<file path="config.mk">
export PLATFORM = sky130hd
export DESIGN_NAME = seq_divider
export DESIGN_NICKNAME = d
export VERILOG_FILES = /design/src/rtl/seq_divider.sv
export SDC_FILE = /design/constraint.sdc
export NUM_CORES = 1
export LEC_CHECK = 0
export ABC_AREA = 1
export BUFFER_PORTS_ARGS = -buffer_cell sky130_fd_sc_hd__buf_2
export CAP_MARGIN = 25
export CORE_ASPECT_RATIO = 1.2
export CORE_MARGIN = 5
export CORE_UTILIZATION = 56
export DETAILED_ROUTE_END_ITERATION = 10
export PLACE_DENSITY = 0.91
export SKIP_CTS_REPAIR_TIMING = 1
export SYNTH_ARGS = -nofsm -noshare
export SYNTH_HDL_FRONTEND = slang
export SYNTH_SLANG_ARGS = --single-unit
</file>
<file path="constraint.sdc">
create_clock -name clk -period 2.1 [get_ports clk]
set_input_delay 0.42 -clock clk [delete_from_list [all_inputs] [get_ports clk]]
set_output_delay 0.42 -clock clk [all_outputs]
set_load 0.05 [all_outputs]
</file>
<file path="src/rtl/seq_divider.sv">
`default_nettype none
// ============================================================================
//  Module   : seq_divider
//  Purpose  : Sequential restoring unsigned divider (shift-subtract). Each
//             quotient bit takes two cycles: one SHIFT and one SUB. Divide by
//             zero is detected right after LOAD. In that case the quotient is
//             all ones, the remainder is the dividend, and div_by_zero is set.
//  Ports    :
//    clk         in   1      rising-edge clock
//    clr_n       in   1      asynchronous active-low reset
//    go          in   1      start request, sampled only in IDLE
//    dividend    in   WIDTH  unsigned dividend, sampled at end of LOAD
//    divisor     in   WIDTH  unsigned divisor, sampled at end of LOAD
//    quotient    out  WIDTH  registered quotient
//    remainder   out  WIDTH  registered remainder
//    busy        out  1      high in every state except IDLE
//    done        out  1      one-cycle pulse in DONE
//    div_by_zero out  1      set when the sampled divisor was zero
//  Revision : 1.0  initial release
// ============================================================================
module seq_divider #(
  parameter int WIDTH = 8
) (
  input  logic             clk,
  input  logic             clr_n,
  input  logic             go,
  input  logic [WIDTH-1:0] dividend,
  input  logic [WIDTH-1:0] divisor,
  output logic [WIDTH-1:0] quotient,
  output logic [WIDTH-1:0] remainder,
  output logic             busy,
  output logic             done,
  output logic             div_by_zero
);

  localparam int CNT_W = $clog2(WIDTH) + 1;

  typedef enum logic [2:0] {
    S_IDLE  = 3'd0,
    S_LOAD  = 3'd1,
    S_CHECK = 3'd2,
    S_SHIFT = 3'd3,
    S_SUB   = 3'd4,
    S_DONE  = 3'd5
  } state_t;

  state_t             state_q, state_d;
  logic [WIDTH-1:0]   q_q, q_d;
  logic [WIDTH:0]     r_q, r_d;
  logic [WIDTH-1:0]   d_q, d_d;
  logic [CNT_W-1:0]   cnt_q, cnt_d;
  logic               dbz_q, dbz_d;

  logic [WIDTH:0]     w_d_ext;
  logic [WIDTH:0]     w_diff;
  logic               w_fits;

  // After a shift R < 2*D, so one extra bit keeps the compare and the
  // subtraction exact.
  assign w_d_ext = {1'b0, d_q};
  assign w_diff  = r_q - w_d_ext;
  assign w_fits  = (r_q >= w_d_ext);

  always_ff @(posedge clk or negedge clr_n) begin
    if (!clr_n) begin
      state_q <= S_IDLE;
      q_q     <= '0;
      r_q     <= '0;
      d_q     <= '0;
      cnt_q   <= '0;
      dbz_q   <= 1'b0;
    end else begin
      state_q <= state_d;
      q_q     <= q_d;
      r_q     <= r_d;
      d_q     <= d_d;
      cnt_q   <= cnt_d;
      dbz_q   <= dbz_d;
    end
  end

  always_comb begin
    state_d = state_q;
    q_d     = q_q;
    r_d     = r_q;
    d_d     = d_q;
    cnt_d   = cnt_q;
    dbz_d   = dbz_q;

    unique case (state_q)
      S_IDLE: begin
        if (go) state_d = S_LOAD;
      end
      S_LOAD: begin
        q_d     = dividend;
        d_d     = divisor;
        r_d     = '0;
        cnt_d   = CNT_W'(WIDTH);
        dbz_d   = 1'b0;
        state_d = S_CHECK;
      end
      S_CHECK: begin
        if (d_q == '0) begin
          // Q still holds the dividend here, so it becomes the remainder.
          dbz_d   = 1'b1;
          q_d     = '1;
          r_d     = {1'b0, q_q};
          state_d = S_DONE;
        end else begin
          state_d = S_SHIFT;
        end
      end
      S_SHIFT: begin
        // {R,Q} shifts left as one register. R's MSB is always zero here
        // because R < D after the previous SUB.
        r_d     = {r_q[WIDTH-1:0], q_q[WIDTH-1]};
        q_d     = {q_q[WIDTH-2:0], 1'b0};
        state_d = S_SUB;
      end
      S_SUB: begin
        if (w_fits) begin
          r_d    = w_diff;
          q_d[0] = 1'b1;
        end
        cnt_d = cnt_q - CNT_W'(1);
        if (cnt_q == CNT_W'(1)) state_d = S_DONE;
        else                    state_d = S_SHIFT;
      end
      S_DONE: begin
        state_d = S_IDLE;
      end
      default: begin
        state_d = S_IDLE;
      end
    endcase
  end

  assign quotient    = q_q;
  assign remainder   = r_q[WIDTH-1:0];
  assign busy        = (state_q != S_IDLE);
  assign done        = (state_q == S_DONE);
  assign div_by_zero = dbz_q;

endmodule
`default_nettype wire

</file>
### Word level (Yosys, flattened, before mapping)

Index checks and enable logic that the tools add are counted.

| storage, ports and cells | value |
|---|---|
| output and inout port bits | 19 |
| flip-flop bits (word level) | 33 |

| cells by class | value |
|---|---|
| muxes and demuxes | 14 |
| add/subtract/negate cells | 2 |
| eq/ne operators | 9 |
| reduce and logical (&&, ||, !) cells | 10 |
| magnitude comparators | 1 |

Operators with widths:

| operator | number |
|---|---|
| 9-bit case mux with 4 select lines | 1 |
| 7-bit case mux with 3 select lines | 1 |
| 9-bit 2-to-1 mux | 2 |
| 3-bit case mux with 5 select lines | 1 |
| 9-bit by 8-bit >= comparator with 1-bit output | 1 |
| 3-bit 2-to-1 mux | 3 |
| 9-bit by 8-bit subtractor with 9-bit output | 1 |
| 8-bit logical NOT | 1 |
| 8-bit 2-to-1 mux | 1 |
| 4-bit case mux with 2 select lines | 1 |
| 3-bit by 2-bit == test with 1-bit output, second input constant | 2 |
| 3-bit == test, second input constant | 2 |
| 2-bit inequality test, second input constant | 3 |
| 3-bit nonzero test | 2 |
| 4-bit by 1-bit == test with 1-bit output, second input constant | 1 |
| 1-bit case mux with 4 select lines | 1 |
| 2-bit AND reduction | 2 |
| 2-bit nonzero test | 2 |
| 4-bit nonzero test | 1 |
| 4-bit by 1-bit subtractor with 4-bit output, second input constant | 1 |
| 3-bit by 1-bit == test with 1-bit output, second input constant | 1 |
| 3-bit logical NOT | 1 |
| 3-bit AND reduction | 1 |
| 1-bit 2-to-1 mux | 2 |
| 1-bit case mux with 2 select lines | 1 |

### Depth between registers and ports, before layout

| logic depth | value |
|---|---|
| word-level depth | 3 |
| gate-level depth with buffers | 14 |
| gate-level depth less buffers | 13 |

### Worst setup path after synthesis

Ideal clock, no wire load.

| timing path | value |
|---|---|
| kind | reg2out |
| start point | register state_q[0] |
| end point | output done |
| setup slack | 0.042 ns |
| data required time | 1.680 ns |
| arrival | 1.638 ns |
| stages on the path, launching flop included | 3 |
| cell sequence | dfrtp_1 -> inv_1 -> nor3_1 |

| between the ends | value |
|---|---|
| longest elaborated chain between the ends | 1 |

Ends and longest elaborated chain:

| element | RTL line | text |
|---|---|---|
| start: declaration | 47 | `state_t state_q, state_d;` |
| start signal: assignment | 73 | `state_q <= state_d;` |
| 3-bit == test | 141 | `assign done = (state_q == S_DONE);` |
| end: declaration | 32 | `output logic done,` |

No other way between the ends.

### Final worst setup path

| timing path | value |
|---|---|
| start point | register r_q[2] |
| end point | register q_q[0], in the netlist quotient[0] |

| between the ends | value |
|---|---|
| longest elaborated chain between the ends | 3 |

Ends and longest elaborated chain:

| element | RTL line | text |
|---|---|---|
| start: declaration | 49 | `logic [WIDTH:0] r_q, r_d;` |
| start signal: assignment | 75 | `r_q <= r_d;` |
| 9-bit by 8-bit >= comparator with 1-bit output | 62 | `assign w_fits = (r_q >= w_d_ext);` |
| 2-bit inequality test (no source line) | -- |  |
| 3-bit AND reduction (no source line) | -- |  |
| end signal: assignment | 74 | `q_q <= q_d;` |
| end: declaration | 48 | `logic [WIDTH-1:0] q_q, q_d;` |

No other way between the ends.
A chain may end at the register's enable or synchronous reset.

==> impl_summary.md <==
Finish
Fill cells in the final layout number 312. The fraction of final layout cells sized beyond drive strength 1 is 18.54%. The footprint of the flip-flops and latches is 825.8 um^2.

The number of nets in the final layout is 359. Once layout is done, the placed cells without fillers occupy 0.002415 mm^2. The number of antenna diodes in the final layout is 0.

The combined area of the multi-input logic cells is 0.001064 mm^2. At the end of the flow the core is filled with cells to 65.38%. The layout overhead on the synthesized area is 11.69%.

Critical path
Counting stages on the worst path, the most repeated cell is sky130_fd_sc_hd__nand2_1. On the critical path the largest part of the delay comes from simple AND/OR/NAND/NOR gates. The highest-delay cell along the critical path is sky130_fd_sc_hd__dfrtp_1. The buffers plus inverters on the worst setup path is 1. The critical path endpoint category is a flip-flop.

Along the worst path, the maximum fanout reaches 13. The data required time at the worst endpoint is 2.27 ns. For this run, the slowest stage of the critical path takes 0.46 ns.

STA classifies the critical path startpoint as a flip-flop. The startpoint-to-endpoint class of the critical path is reg2reg. At the worst endpoint, the arrival time is 2.12 ns. The signal on the critical path passes through ha_1 > nand2_1 > nand2_1 > inv_1 > nand2_1 > nand2_1 > nand2_1 > nand2_1 > nand2_1 > nand2_4 > nand2_1 > o21ai_1.

Logic synthesis
Of all cell types, the one taking the most synthesized area is sky130_fd_sc_hd__dfrtp_1. After Yosys synthesis, XOR and XNOR cells account for 1.215% of the synthesized area. Synthesis produced a netlist with a net count of 327.

After synthesis, the most frequently instantiated cells are 88 x sky130_fd_sc_hd__nand2_1, 44 x sky130_fd_sc_hd__inv_1, 33 x sky130_fd_sc_hd__dfrtp_1. In the post-synthesis netlist, the biggest area contributors are sky130_fd_sc_hd__dfrtp_1 38%, sky130_fd_sc_hd__nand2_1 15%, sky130_fd_sc_hd__inv_1 7.6%. The area of the mapped netlist is 0.002162 mm^2. The average footprint of a synthesized cell is 7.280 um^2. In this run, synthesis inferred 0 flip-flops with an integrated enable. For this run, asynchronously set or reset flops after synthesis account for 100.0%. Sequential cells were found to cover 38.19% of the synthesized design area. The share of synthesized area in the top cell type comes to 38.19%.

Summing the areas of all compound-gate instances in the mapped netlist gives 13.77% of the synthesized area. By area, the combinational part of the netlist is dominated by simple AND/OR/NAND/NOR gates. The share of synthesized cell area in full adder, half adder and majority cells is 6.366%. Among all flip-flop cells after synthesis, the most frequent one is sky130_fd_sc_hd__dfrtp_1. The flip-flop and latch count after synthesis is 33. The number of distinct standard cells referenced by the synthesized netlist is 29. The most frequent cell after synthesis is sky130_fd_sc_hd__nand2_1. The total number of yosys warnings is 0. The share of cell area taken by muxes after synthesis is 0%. The fraction of the mapped netlist area in simple logic gates is 27.26%.

The synthesized netlist cell count is 297.

Global routing
The initial antenna violation count is 0. The overall fraction of global-route tracks in use is 21.79%. The first global-routing pass estimated 8769 um of wire.

Entering global routing, the biggest net connects 34 pins. The number of global-route vias before repair was 1,999. For this run the aggregate overflow at the end of global routing stands at 0.

Die
For this configuration, the core starts out at a cell density of 58.54%. Row generation in the floorplan step produced 24 rows. The core region is 0.003694 mm^2. Pin placement for this block handled 38 I/O pins. The die extent in y is 78.07 um. The die covers 0.005209 mm^2. Measured along the x axis, the die boundary spans 66.72 um.

Clock network
The CTS root buffer is sky130_fd_sc_hd__clkbuf_8. TritonCTS built the clock tree. The number of buffers created by CTS is 5.

The H-tree depth is 2. Clock-pin slew was measured on the worst setup and hold paths at 0.06 ns. The latest clock arrival within the worst-skew pair is 0.29 ns. The number of sinks driven by the clock tree is 33. The longest clock path from root to sink contains 2 buffers.

STA
In this run the tightest slew margin relative to its limit is 52.12%. The worst path uses 92.84% of the clock period. The final number of max-transition violations is 0. The transition at the pin with the smallest max-transition slack is 0.7182 ns. Across the routed clock network, the largest skew measured is 0.004493 ns. The number of setup violations in the final report is 0. After layout, the minimum clock period comes to 1.950 ns. The maximum operating frequency is 0.5129 GHz. The number of endpoints with negative hold slack in the final report is 0.

The setup TNS is 0 ns.

Power
The maximum VDD drop is 1.046 mV. The power density over the cells is 1839 mW/mm^2. Power comes to 4441 uW. The analysis attributes to cell leakage a power of 0.001325 uW.

Place
The post-detailed-placement half-perimeter wirelength is 3944 um. The instance area at placement is 0.002316 mm^2. Routability-driven placement finished with a final weighted congestion of 1.001. Buffers placed on the I/O ports in this run total 37.

Detailed routing
The routed length per instance is 13.71 um. In the routed design, unresolved DRC markers number 0. The mean number of vias per cell is 5.457. The overall routed net length is 5223 um. The detailed router placed 2,079 vias in this run. The number of violations reported at the end of detailed-routing iteration 0 is 113.

The count of nets left with antenna violations once routing finished came out at 0. The first detailed-routing pass took 4 iterations.

Worst hold path
In this run the worst hold path is classified as in2async.

Run status
The flow ran to the end, and the final reports show no timing, DRC or antenna violations.

Flow run
Max-cap violations in this run came to 0.
-- flip-flops by register name, indices dropped and copies added, names as in the netlist --
| signal | cells |
|---|---|
| r_q | 9 |
| d_q | 8 |
| quotient | 8 |
| cnt_q | 4 |
| state_q | 3 |
| div_by_zero | 1 |
-- kinds of logic (layout without fill, tap and decap cells) --
family / after synthesis / after routing
and+or+nand+nor: 136 / 136
buffers and inverters: 61 / 93
AOI/OAI and AO/OA: 53 / 53
DFF: 33 / 33
adders and majority gates: 11 / 11
xor gates and xnor gates: 3 / 3
-- per-stage QoR --
step                      std cells  worst slack [ns]  hold WS [ns]
after floorplan                 297           0.04178        0.1244
after global placement          374            0.2280        0.4748
after detailed placement        374            0.1799        0.4855
after CTS                       381            0.1447        0.2075
after global routing            381          -0.01225        0.2441
final                           381            0.1503        0.1848
-- worst paths after layout --
kind | start | endpoint | slack, ns | cells past startpoint
worst min-delay path | clr_n | r_q[0] | 0.18 | 1
worst max-delay path | r_q[2] | quotient[0] | 0.15 | 12
worst max register to register | r_q[2] | quotient[0] | 0.15 | 12
max in group asynchronous | clr_n | cnt_q[3] | 1.46 | 1
min in group clk | divisor[0] | d_q[0] | 0.34 | 3
worst min register to register | cnt_q[3] | cnt_q[3] | 0.50 | 1
-- cells in the final DEF (no fill, tap or decap), types with 2 or more instances in the layout --
cell                       synthesis  routed
sky130_fd_sc_hd__nand2_1          88      88
sky130_fd_sc_hd__inv_1            44      44
sky130_fd_sc_hd__buf_2             2      37
sky130_fd_sc_hd__dfrtp_1          33      33
sky130_fd_sc_hd__nor2_1           18      18
sky130_fd_sc_hd__o21ai_0          14      14
sky130_fd_sc_hd__a21oi_1          14      14
sky130_fd_sc_hd__nand3_1          12      12
sky130_fd_sc_hd__o21ai_1          11      11
sky130_fd_sc_hd__ha_1             11      11
sky130_fd_sc_hd__clkbuf_8          0       6
sky130_fd_sc_hd__nor2_2            5       5
sky130_fd_sc_hd__a22oi_1           5       5
sky130_fd_sc_hd__nand4_1           4       4
sky130_fd_sc_hd__o22ai_1           4       4
sky130_fd_sc_hd__nand2_4           2       3
sky130_fd_sc_hd__xnor2_1           3       3
sky130_fd_sc_hd__nand2_2           3       2
sky130_fd_sc_hd__inv_2             2       2
sky130_fd_sc_hd__o211ai_1          2       2
-- routing by layer --
metal	part of all wire (%)	track usage [%]	vias up
met1	39	26.13	976
met5	0	0	-
li1	-	-	999
met3	6.9	4.000	16
met4	3.0	9.350	0
met2	51	37.60	88
-- report_power, final --
part	switching (uW)	total [uW]	internal, uW	leakage (uW)
clock	219	478	260	0.0000443
sequential	228	1140	907	0.000416
combinational	2000	2830	829	0.000865
-- area by class of cell --
class / instances / area share (%)
Multi-Input combinational cell: 203 / 44.04
Sequential cell: 33 / 34.20
Timing Repair Buffer: 38 / 7.979
Clock buffer: 7 / 3.575
Tap cell: 52 / 2.694
Inverter: 48 / 7.513
(Power assumes the default switching activity.)
